## src/rtl/snax_hwpe_periph_arbiter.sv

```systemverilog
// Round-robin arbiter sharing one HWPE periph port among NumReq requesters, one transaction in flight.
// Optional read-response watchdog enabled by defining SNAX_HWPE_ARB_TIMEOUT_EN.
module snax_hwpe_periph_arbiter #(
    parameter int NumReq        = 2,
    parameter int TimeoutCycles = 256
) (
    input  logic                   clk_i,
    input  logic                   rst_i,
    input  logic [NumReq-1:0]      up_req_i,
    output logic [NumReq-1:0]      up_gnt_o,
    input  logic [NumReq-1:0][31:0] up_add_i,
    input  logic [NumReq-1:0]      up_wen_i,
    input  logic [NumReq-1:0][3:0] up_be_i,
    input  logic [NumReq-1:0][31:0] up_data_i,
    input  logic [NumReq-1:0][4:0] up_id_i,
    output logic [NumReq-1:0]      up_r_valid_o,
    output logic [31:0]            up_r_data_o,
    output logic [4:0]             up_r_id_o,
    output logic                   up_r_err_o,
    output logic                   periph_req_o,
    input  logic                   periph_gnt_i,
    output logic [31:0]            periph_add_o,
    output logic                   periph_wen_o,
    output logic [3:0]             periph_be_o,
    output logic [31:0]            periph_data_o,
    output logic [4:0]             periph_id_o,
    input  logic                   periph_r_valid_i,
    input  logic [31:0]            periph_r_data_i,
    input  logic [4:0]             periph_r_id_i
);

    localparam int IdxW = $clog2(NumReq);

    localparam logic [1:0] IDLE     = 2'd0;
    localparam logic [1:0] ISSUE    = 2'd1;
    localparam logic [1:0] WAIT_RSP = 2'd2;

    if (NumReq < 2 || NumReq > 8) begin : g_bad_num_req
        $error("NumReq must be in 2..8");
    end
    if (TimeoutCycles < 1) begin : g_bad_timeout
        $error("TimeoutCycles must be at least 1");
    end

    logic [1:0]        state_q;
    logic [IdxW-1:0]   rr_q, owner_q;
    logic [IdxW-1:0]   winner, cand, rr_next;
    logic              any_req;
    logic [NumReq-1:0] owner_oh;
    logic [NumReq-1:0] r_valid_q;
    logic [31:0]       r_data_q;
    logic [4:0]        r_id_q;

`ifdef SNAX_HWPE_ARB_TIMEOUT_EN
    localparam int CntW = $clog2(TimeoutCycles + 1);
    localparam logic [CntW-1:0] CntLast = CntW'(TimeoutCycles - 1);

    logic [CntW-1:0] cnt_q;
    logic [4:0]      rd_id_q;
    logic            r_err_q;

    assign up_r_err_o = r_err_q;
`else
    assign up_r_err_o = 1'b0;
`endif

    // NOTE: every variable gets a default before the loop so no latch is inferred.
    always_comb begin
        any_req = 1'b0;
        winner  = '0;
        cand    = '0;
        for (int k = 0; k < NumReq; k++) begin
            cand = IdxW'((int'(rr_q) + k) % NumReq);
            if (!any_req && up_req_i[cand]) begin
                any_req = 1'b1;
                winner  = cand;
            end
        end
    end

    assign rr_next  = IdxW'((int'(winner) + 1) % NumReq);
    assign owner_oh = {{(NumReq-1){1'b0}}, 1'b1} << owner_q;

    // Grant is combinational and forced low while reset is held.
    always_comb begin
        up_gnt_o = '0;
        if (!rst_i && state_q == IDLE && any_req) up_gnt_o[winner] = 1'b1;
    end

    assign periph_req_o = (state_q == ISSUE);
    assign up_r_valid_o = r_valid_q;
    assign up_r_data_o  = r_data_q;
    assign up_r_id_o    = r_id_q;

    // NOTE: sequential state uses non-blocking assignments only.
    always_ff @(posedge clk_i or posedge rst_i) begin
        if (rst_i) begin
            state_q       <= IDLE;
            rr_q          <= '0;
            owner_q       <= '0;
            periph_add_o  <= '0;
            periph_wen_o  <= 1'b0;
            periph_be_o   <= '0;
            periph_data_o <= '0;
            periph_id_o   <= '0;
            r_valid_q     <= '0;
            r_data_q      <= '0;
            r_id_q        <= '0;
`ifdef SNAX_HWPE_ARB_TIMEOUT_EN
            cnt_q         <= '0;
            rd_id_q       <= '0;
            r_err_q       <= 1'b0;
`endif
        end else begin
            r_valid_q <= '0;
            r_data_q  <= '0;
            r_id_q    <= '0;
`ifdef SNAX_HWPE_ARB_TIMEOUT_EN
            r_err_q   <= 1'b0;
`endif
            case (state_q)
                IDLE: begin
                    if (any_req) begin
                        periph_add_o  <= up_add_i[winner];
                        periph_wen_o  <= up_wen_i[winner];
                        periph_be_o   <= up_be_i[winner];
                        periph_data_o <= up_data_i[winner];
                        periph_id_o   <= up_id_i[winner];
                        owner_q       <= winner;
                        rr_q          <= rr_next;
                        state_q       <= ISSUE;
`ifdef SNAX_HWPE_ARB_TIMEOUT_EN
                        rd_id_q       <= up_id_i[winner];
`endif
                    end
                end
                ISSUE: begin
                    if (periph_gnt_i) begin
                        periph_add_o  <= '0;
                        periph_wen_o  <= 1'b0;
                        periph_be_o   <= '0;
                        periph_data_o <= '0;
                        periph_id_o   <= '0;
                        if (!periph_wen_o) begin
                            state_q <= IDLE;
                        end else if (periph_r_valid_i) begin
                            r_valid_q <= owner_oh;
                            r_data_q  <= periph_r_data_i;
                            r_id_q    <= periph_r_id_i;
                            state_q   <= IDLE;
                        end else begin
                            state_q <= WAIT_RSP;
`ifdef SNAX_HWPE_ARB_TIMEOUT_EN
                            cnt_q   <= '0;
`endif
                        end
                    end
                end
                WAIT_RSP: begin
                    if (periph_r_valid_i) begin
                        r_valid_q <= owner_oh;
                        r_data_q  <= periph_r_data_i;
                        r_id_q    <= periph_r_id_i;
                        state_q   <= IDLE;
`ifdef SNAX_HWPE_ARB_TIMEOUT_EN
                    end else if (cnt_q == CntLast) begin
                        // Counter reaches TimeoutCycles on this cycle: answer with an error.
                        r_valid_q <= owner_oh;
                        r_id_q    <= rd_id_q;
                        r_err_q   <= 1'b1;
                        state_q   <= IDLE;
                    end else begin
                        cnt_q <= cnt_q + 1'b1;
`endif
                    end
                end
                default: state_q <= IDLE;
            endcase
        end
    end

endmodule

```

## config.mk

```make
export PLATFORM = sky130hd
export DESIGN_NAME = snax_hwpe_periph_arbiter
export DESIGN_NICKNAME = d
export VERILOG_FILES = /design/src/rtl/snax_hwpe_periph_arbiter.sv
export SDC_FILE = /design/constraint.sdc
export NUM_CORES = 1
export LEC_CHECK = 0
export BUFFER_PORTS_ARGS = -buffer_cell sky130_fd_sc_hd__clkbuf_2
export CAP_MARGIN = 20
export CORE_UTILIZATION = 25
export DETAILED_ROUTE_END_ITERATION = 7
export SKIP_LAST_GASP = 1
export SYNTH_ARGS = -nofsm -noshare
export SYNTH_HDL_FRONTEND = slang
export SYNTH_SLANG_ARGS = --single-unit
```

## constraint.sdc

```tcl
create_clock -name clk_i -period 4.3 [get_ports clk_i]
set_clock_uncertainty 0.05 [all_clocks]
set_input_delay 0.215 -clock clk_i [delete_from_list [all_inputs] [get_ports clk_i]]
set_output_delay 0.215 -clock clk_i [all_outputs]
set_load 0.02 [all_outputs]
```

======== Yosys cells after proc, flatten, opt, wreduce, memory -nomap -nowiden ========
Cells that the tools add are included.
cells by class
  add/sub/neg operators ................... 2
  multipliers ............................. 0
  divide/modulo/power cells ............... 0
  magnitude comparators ................... 4
  eq/ne operators ......................... 5
  shifts and indexed selects .............. 1
  muxes and demuxes ....................... 53
  bitwise gates (word level) .............. 0
  reduce and logical (&&, ||, !) cells .... 11
operators with widths
  operator                                                                       number
  32-bit two-way mux                                                             10
  32-bit case mux with 2 select lines                                            3
  5-bit two-way mux                                                              7
  5-bit case mux with 2 select lines                                             2
  2-bit two-way mux                                                              9
  4-bit two-way mux                                                              4
  1-bit two-way mux                                                              13
  4-bit case mux with 2 select lines                                             1
  1-bit by 2-bit less-than comparator with 1-bit output (second input constant)  3
  2-bit case mux with 3 select lines                                             1
  3-bit AND reduction                                                            2
  1-bit logical AND                                                              4
  2-bit inequality test (second input constant)                                  2
  2-bit case mux with 2 select lines                                             1
  1-bit adder (second input constant)                                            2
  2-bit by 1-bit == test with 1-bit output (second input constant)               1
  2-bit == test (second input constant)                                          1
  1-bit logical NOT                                                              2
  2-bit logical NOT                                                              1
  2-bit by 1-bit inequality test with 1-bit output (second input constant)       1
  1-bit case mux with 2 select lines                                             1
  2-bit AND reduction                                                            1
  2-bit nonzero test                                                             1
  1-bit by 1-bit left shift with 2-bit output (first input constant)             1
  other kinds (2)                                                                2
storage, ports and cells
  flip-flop bits (word level) ............. 117
  latch bits .............................. 0
  bits in writable memories ............... 0
  bits in read-only memories .............. 0
  output and inout bits ................... 117
  word-level logic and storage cells ...... 87
  memories kept ........................... 0

======== Logic depth before layout (Yosys ltp) ========
Gate-level depths: netlist of the first run.
  depth after elaboration ................. 11
  mapped depth ............................ 8
  mapped depth without buffers ............ 6

======== Worst setup path after synthesis of the first run ========
No wires, ideal clock.
  kind .................................... reg2reg
  from .................................... register state_q[1]
  to ...................................... register periph_data_o[5]
  library setup time ...................... 76 ps
  data arrival time ....................... 1783 ps
  data required time ...................... 4174 ps
  setup slack ............................. 2391 ps
  stages on the path, launching flop included .. 9
  path buffers ............................ 2
  cell sequence ........................... dfrtp_1 -> inv_1 -> ha_1 -> nor2b_1 -> a211o_1 -> or2_1 -> buf_2 -> buf_6 -> o21ai_1
on the way
  longest elaborated chain between the ends .. 3
  elaborated cells between the ends (all ways) .. 7
RTL lines
  item                                                                                                     line  text
  start: declaration                                                                                       45    logic [1:0] state_q;
  start signal: assignment                                                                                 98    state_q <= IDLE;
  start signal: assignment                                                                                 131   state_q <= ISSUE;
  start signal: assignment                                                                                 145   state_q <= IDLE;
  2-bit by 1-bit == test with 1-bit output *                                                               --
  named net periph_req_o                                                                                   20    output logic periph_req_o,
  2-bit by 1-bit inequality test with 1-bit output (no source line) or 2-bit nonzero test (tied branches)  --
  3-bit AND reduction (no source line)                                                                     --
  end signal: assignment                                                                                   127   periph_data_o <= up_data_i[winner];
  end: declaration                                                                                         25    output logic [31:0] periph_data_o,
The timed path passes the listed nets; every way through them passes the cells marked *.
A chain may end at the register's enable or synchronous reset.

======== Worst setup path in the final report of the first run ========
  from .................................... register state_q[1]
  to ...................................... register periph_add_o[25]
on the way
  longest elaborated chain between the ends .. 3
  elaborated cells between the ends (all ways) .. 7
RTL lines
  item                                                                                       line  text
  2-bit by 1-bit == test with 1-bit output or 2-bit logical NOT (tied branches)              121   case (state_q)
  2-bit by 1-bit inequality test with 1-bit output (no source line) (tied with other cells)  --
  3-bit AND reduction (no source line)                                                       --
  end signal: assignment                                                                     124   periph_add_o <= up_add_i[winner];
  end: declaration                                                                           22    output logic [31:0] periph_add_o,
Parallel ways exist; a longest one is shown, timed or not.

==> results by group, run 1 <==
Timing
  • Final Cycle Share: 0.580
  • Slew HR: 0.449
  • Slew @ Worst Pin: between 800 and 900 ps
  • RSZ-0062 raised after global routing: no
  • Setup TNS: 0 ps
  • Final max-slew violation count: 0
  • Final setup fails: 0
  • Endpoints failing hold: 0
  • F_max: about 400 MHz
  • Tmin final: between 2000 and 2500 ps

Synthesis
  • List of most frequent post-synthesis cells: 117 x dfrtp_1, 78 x nand2_1, 75 x mux2i_1
  • Syn Inst Count: between 400 and 500
  • Ranking of synthesized cells by area: dfrtp_1 60%, mux2i_1 15%, o21ai_1 6.2%, nand2_1 6.0%, and2_1 4.8%
  • Register area share after synthesis: 0.595
  • EDFF count, synth: 0
  • Synth cell types: 22
  • Synthesized cell area: about 4900 µm²
  • Area share of the largest cell type after synthesis: 0.595
  • Asr flop ratio synth: 1.00
  • Simple logic cell fraction of the synthesized area: 0.116
  • Synth Area in Compound Gates: 0.0880
  • Avg Cell Area, Syn: about 11 µm²
  • Largest family of logic cells by synthesized area: multiplexers
  • Post-Synth Adder-Cell Area: 0.00763
  • Syn Nets: ~630
  • Post-synthesis sequential element count: around 120
  • Synthesis Warnings: 0
  • Synth Area in XOR/XNOR: 0
  • Mux share of post-synthesis cell area: 0.153
  • Most frequent cell after synthesis: dfrtp_1
  • Synth Flop Type: dfrtp_1
  • Post-synth top area cell: dfrtp_1

Detailed routing
  • Total wire length: 14.3 mm
  • Total number of vias: 4,372
  • WL/cell: 13.6 µm
  • Via density: around 4.2
  • Post-DRT Antenna Nets: 0
  • Iter 0 DRT Violations: 227
  • DRC viols: 0
  • Drt pass-1 iters: 4

Outcome
  • Outcome: complete, no violations

Cells and area
  • Register area: between 2000 and 3000 µm²
  • Layout area overhead: 55.2%
  • Number of diodes: 0
  • FILL cells: a little under 2,000
  • Layout cell share with drive strength beyond 1: 0.437
  • Nets: just under 1,000
  • Area of the multi-input gates: about 1800 µm²

Critical path
  • Crit path DAT: roughly 2700 ps
  • Peak per-stage delay on the critical path: 530 ps
  • Cell family with most CP delay: simple AND/OR/NAND/NOR gates
  • Critical path launch point type: flop
  • CP Data Required Time: between 4000 and 5000 ps
  • Critical path, cell by cell: inv_1 -> ha_1 -> nor2b_1 -> a211o_2 -> or2_2 -> buf_4 -> o21ai_0
  • CP bufs+invs: 2
  • Setup Crit Path Kind: reg -> reg
  • Crit. End Element: flop
  • Critical path peak fanout: 43
  • Crit path max-delay cell type: or2_2

Floorplan
  • Die height: 142 µm
  • Die Area: slightly above 20,000 µm²
  • Rows: 50
  • Die Span X: 142 µm
  • Effective utilization at floorplan: 0.259
  • Core region area: between 15,000 and 20,000 µm²
  • IO Count: a little over 300

CTS
  • CTS Buffer Depth: 2
  • Post-CTS Setup Bufs: 0
  • Clock sinks: 117
  • Reg clk slew, reported paths: ~60 ps
  • Root buf cell: clkbuf_16
  • CTS resizes: 0
  • CTS Buf Count: 17
  • CTS tree: yes
  • Clock latency on the worst-skew pair: around 400 ps
  • H-tree lvl count: 4

GRT
  • Vias in the first global route: 4,392
  • Grt met3 use: 0.0565
  • GRT overflow: 0
  • Largest net degree at the start of global routing: 75
  • GRT busiest layer: met2
  • First-pass GRT wire length: between 20 and 25 mm
  • GRT Total Usage: 0.145
  • Initial antenna violation count: 0
  • M1 GR Usage: 0.164
  • M2 GR Usage: 0.252

Pwr
  • Pwr dens: around 620 nW/µm²
  • LEAKAGE: ~4.2 nW
  • Maximum VDD drop: 284 µV
  • Tot Pwr: between 4 and 5 mW

Placement
  • HPWL Detailed: roughly 10 mm
  • Port Buf Inserts: about 300
  • GP Congestion: around 0.71

Flow run
  • MaxCap Viol Count: 0

Min path
  • Worst hold path type: in -> reg
## cells in the final DEF (no fill, tap or decap), types with 4 or more instances in the layout
cell,n
clkbuf_2,306
o21ai_0,16
buf_4,5
clkbuf_16,17
o21ai_1,60
clkinv_2,4
dfrtp_1,117
dlygate4sd3_1,38
mux2i_1,75
and2_1,38
nand2_1,78
inv_1,5
## final timing paths
check	depth (start not counted)	end	slack [ps]	start
max	7	periph_add_o[25]	1810	state_q[1]
min	3	periph_data_o[24]	40	up_data_i[56]
max reg2reg	7	periph_add_o[25]	1810	state_q[1]
min reg2reg	2	periph_add_o[28]	430	periph_add_o[28]
max in group asynchronous	4	periph_data_o[14]	2960	rst_i
min in group asynchronous	3	periph_add_o[29]	470	rst_i
## flip-flops by register name, summed over array words and instances, names as in the netlist, 2 cells and up
name,cells
up_r_id_o,5
up_r_data_o,32
periph_id_o,5
state_q,2
periph_be_o,4
periph_add_o,32
periph_data_o,32
up_r_valid_o,2
## final cells by class
type / instances / share of cell area
clock inverter: 9 / 0.0134
sequential: 117 / 0.384
clock buffer: 22 / 0.0621
multi-input combinational: 287 / 0.237
timing repair buffer: 350 / 0.258
tap: 260 / 0.0426
inverter: 6 / 0.00328
## metrics by stage
step / instance area (µm²) / hold WS [ps] / cells / util / setup WS, ps
after floorplan: 4920 / 272 / 439 / - / 934
after global placement: 6680 / 369 / 982 / 0.351 / 1830
after detailed placement: 6680 / 373 / 982 / 0.351 / 1750
after CTS: 7630 / 12.3 / 1051 / 0.401 / 1750
after global routing: 7630 / 20.1 / 1051 / 0.401 / 1520
final: 7630 / 36.9 / 1051 / 0.401 / 1810
## routing by layer
layer	vias to the layer above	routed length (µm)
met4	0	130
met2	181	7200
met1	2029	5830
met5	-	0
met3	7	1130
li1	2155	-
## where the power goes
group	switching [mW]	internal [mW]
logic	1.19	0.603
registers	0.159	1.42
clock network	0.492	0.891
total	1.84	2.92
## worst reg2reg max path, stage by stage, from the launching register on
cell and delay (ps):
dfrtp_1 390, inv_1 80, ha_1 250, nor2b_1 220, a211o_2 140, or2_2 530, buf_4 500, o21ai_0 200
## what timing repair did
action,in CTS,in global routing
endpoints found under the setup margin,0,0
hold endpoints to repair,95,0
hold buffers,38,0
## cell families after synthesis
family | after synthesis
AND/OR/NAND/NOR | 124
flip-flops | 117
AO/OA/AOI/OAI | 84
multiplexers | 75
buffers and inverters | 35
adder cells (fa/ha/maj) | 3
other | 1
(Power assumes the default switching activity.)
==> run 2: changes to the inputs <==
--- a/config.mk
+++ b/config.mk
@@ -5,6 +5,7 @@
 export SDC_FILE = /design/constraint.sdc
 export NUM_CORES = 1
 export LEC_CHECK = 0
+export ABC_AREA = 1
 export BUFFER_PORTS_ARGS = -buffer_cell sky130_fd_sc_hd__clkbuf_2
 export CAP_MARGIN = 20
 export CORE_UTILIZATION = 25
==> constraint.sdc (replaced) <==
create_clock -name clk_i -period 2.47 [get_ports clk_i]
set_clock_uncertainty 0.05 [all_clocks]
set_input_delay 0.1235 -clock clk_i [delete_from_list [all_inputs] [get_ports clk_i]]
set_output_delay 0.1235 -clock clk_i [all_outputs]
set_load 0.02 [all_outputs]
==> run 2 against run 1 <==
  * Cell area increased by 19%
  * Critical endpoint is now up_gnt_o[0]
  * Critical path depth is the same
  * Flip-flop and latch count did not move
  * Clock-buffer cell count decreased by 4
  * Synthesized cell count grew 67%
  * Wire length is 29% higher
  * Combinational power grew 130%
  * Utilization fell by 0.26 points
  * First-iteration DRC count rose by 50%
  * Worst setup slack worse by 1300 ps
  * Clock power up 69%
==> results by group, run 2 <==
Synthesis
  • Synthesized cell area: roughly 6000 µm²
  • Ranking of synthesized cells by area: dfrtp_1 50%, nand2_1 10%, nand3b_1 9.5%, inv_1 7.7%, nand3_1 6.6%
  • Post-synthesis sequential element count: around 120
  • Asr flop ratio synth: 1.00
  • Avg Cell Area, Syn: between 7 and 8 µm²
  • EDFF count, synth: 0
  • Syn Inst Count: roughly 730
  • Most frequent cell after synthesis: nand2_1
  • Synthesis Warnings: 0
  • Synth cell types: 21
  • Area share of the largest cell type after synthesis: 0.502
  • Syn Nets: 925
  • Synth Flop Type: dfrtp_1
  • Post-synth top area cell: dfrtp_1
  • List of most frequent post-synthesis cells: 160 x nand2_1, 120 x inv_1, 117 x dfrtp_1
  • Register area share after synthesis: 0.502

Critical path
  • Source of the critical timing path: rr_q
  • Critical path, cell by cell: inv_2 -> nand2_4 -> buf_4 -> nand3_1 -> nand2_1 -> nor2_1 -> clkbuf_2
  • CP bufs+invs: 3
  • Peak per-stage delay on the critical path: roughly 400 ps
  • Crit path max-delay cell type: buf_4
  • CP Data Required Time: 2300 ps
  • Setup Crit Path Kind: reg -> out
  • Reg2reg start: state_q[1]
  • Critical path launch point type: flop
  • Reg2Reg Depth: 7
  • Crit. End Element: output port
  • Critical Path Sink: up_gnt_o[0]
  • Cell family with most CP delay: buffers and inverters
  • Stages on the worst setup path: 7
  • Crit path DAT: around 1800 ps
  • RR Endpoint: up_r_data_o[11]
  • Register-to-Register Setup Slack: 790 ps
  • Critical path peak fanout: 44

Timing
  • Setup TNS: 0 ps
  • Endpoints failing hold: 0
  • RSZ-0062 raised after global routing: no
  • Final max-slew violation count: 0
  • Final setup fails: 0
  • Final Cycle Share: 0.801
  • Slew @ Worst Pin: 663 ps
  • Slew HR: 0.558
  • WHS: 7.31 ps
  • Tmin final: roughly 2000 ps
  • F_max: 505 MHz

CTS
  • CTS Buf Count: 17
  • H-tree lvl count: 4
  • CTS resizes: 0
  • Clock latency on the worst-skew pair: between 400 and 500 ps
  • Clock sinks: 117
  • Reg clk slew, reported paths: 60 ps
  • CTS Buffer Depth: 2
  • Hold buffer count at CTS: 90
  • Post-CTS Setup Bufs: 0
  • Root buf cell: clkbuf_16
  • CTS tree: yes

Detailed routing
  • WL/cell: between 10 and 15 µm
  • Post-DRT Antenna Nets: 0
  • Drt pass-1 iters: 7
  • DRC viols: 0
  • Via density: 4.18
  • Iter 0 DRT Violations: between 300 and 400
  • Total number of vias: between 5,000 and 6,000
  • Total wire length: roughly 18 mm

Floorplan
  • IO Count: around 300
  • Die Area: between 20,000 and 25,000 µm²
  • Die height: approximately 150 µm
  • Die Span X: around 150 µm
  • Effective utilization at floorplan: 0.256
  • Rows: 55
  • Core region area: ~23,000 µm²

GRT
  • Vias in the first global route: slightly below 6,000
  • Initial antenna violation count: 1
  • GRT overflow: 0
  • Largest net degree at the start of global routing: 110
  • GRT Total Usage: 0.153
  • First-pass GRT wire length: 29.0 mm

Placement
  • GP Congestion: 0.740
  • Port Buf Inserts: approximately 310
  • HPWL Detailed: 12.6 mm

Cells and area
  • Layout area overhead: 55.8%
  • Layout cell share with drive strength beyond 1: 0.319
  • Commonest non-fill, non-tap cell in the layout: clkbuf_2
  • Commonest non-fill, non-tap cells in the layout: 305 x clkbuf_2, 159 x nand2_1, 118 x inv_1, 117 x dfrtp_1, 90 x dlygate4sd3_1
  • Nets: ~1,300
  • Number of diodes: 0

Min path
  • Hold Path Depth: 5
  • Worst hold path type: in -> reg

Pwr
  • Maximum VDD drop: 652 µV
  • LEAKAGE: 5.08 nW
  • Pwr dens: about 1000 nW/µm²

Outcome
  • Outcome: complete, no violations

Flow run
  • MaxCap Viol Count: 0
run 2: final cells by class:
class                           count  area [µm²]
Sequential cell                   117        2930
Fill cell                        2318       13700
Clock buffer                       18         439
Tap cell                          313         392
Inverter                          122         462
Clock inverter                     14         118
Multi-Input combinational cell    439        2180
Timing Repair Buffer              407        2560
run 2: cell families (layout without fill, tap and decap cells):
group                    Yosys count  after routing  share of synthesized area
adder cells (fa/ha/maj)            3              3                    0.00644
buffers and inverters            175            561                      0.127
AND/OR/NAND/NOR                  357            357                      0.296
flip-flops                       117            117                      0.502
other                              1              1                   0.000643
AO/OA/AOI/OAI                     78             78                     0.0674
run 2: worst min path at each step:
stage                       startpoint                 to  slack [ps]
CTS                      up_data_i[25]  periph_data_o[25]           1
finish                    up_add_i[12]   periph_add_o[12]           7
global placement                 rst_i         state_q[1]          20
floorplan           periph_r_data_i[0]     up_r_data_o[0]         180
global route             up_data_i[18]  periph_data_o[18]          20
detailed placement               rst_i         state_q[1]          30
run 2: where the power goes:
part / total (mW) / internal [mW] / switching, mW
sequential: 2.86 / 2.53 / 0.329
combinational: 4.15 / 1.40 / 2.75
clock: 2.33 / 1.34 / 0.993
total: 9.34 / 5.27 / 4.07
run 2: routing by layer:
| metal | track usage | share of wire |
|---|---|---|
| met1 | 0.178 | 0.42 |
| met2 | 0.273 | 0.51 |
| met3 | 0.0367 | 0.052 |
| met4 | 0.0514 | 0.020 |
| met5 | 0 | 0.00070 |
run 2: worst reg2reg max path, stage by stage, from the launching register on:
cell,delay (ps)
dfrtp_1,370
inv_1,70
ha_1,240
nand2_1,90
nor2_1,40
o211ai_1,170
buf_4,410
nor2_1,120
run 2: stage by stage:
stage | instances | power [mW] | cell area [µm²] | utilization | setup WS [ps]
2_1_floorplan | 731 | 5.68 | 5830 | - | 152
3_3_place_gp | 1308 | 6.89 | 7620 | 0.335 | 872
3_5_place_dp | 1308 | 6.98 | 7620 | 0.335 | 812
4_1_cts | 1430 | 9.48 | 9080 | 0.399 | 471
5_1_grt | 1430 | 10.0 | 9080 | 0.399 | 346
6_report | 1430 | 9.34 | 9080 | 0.399 | 491
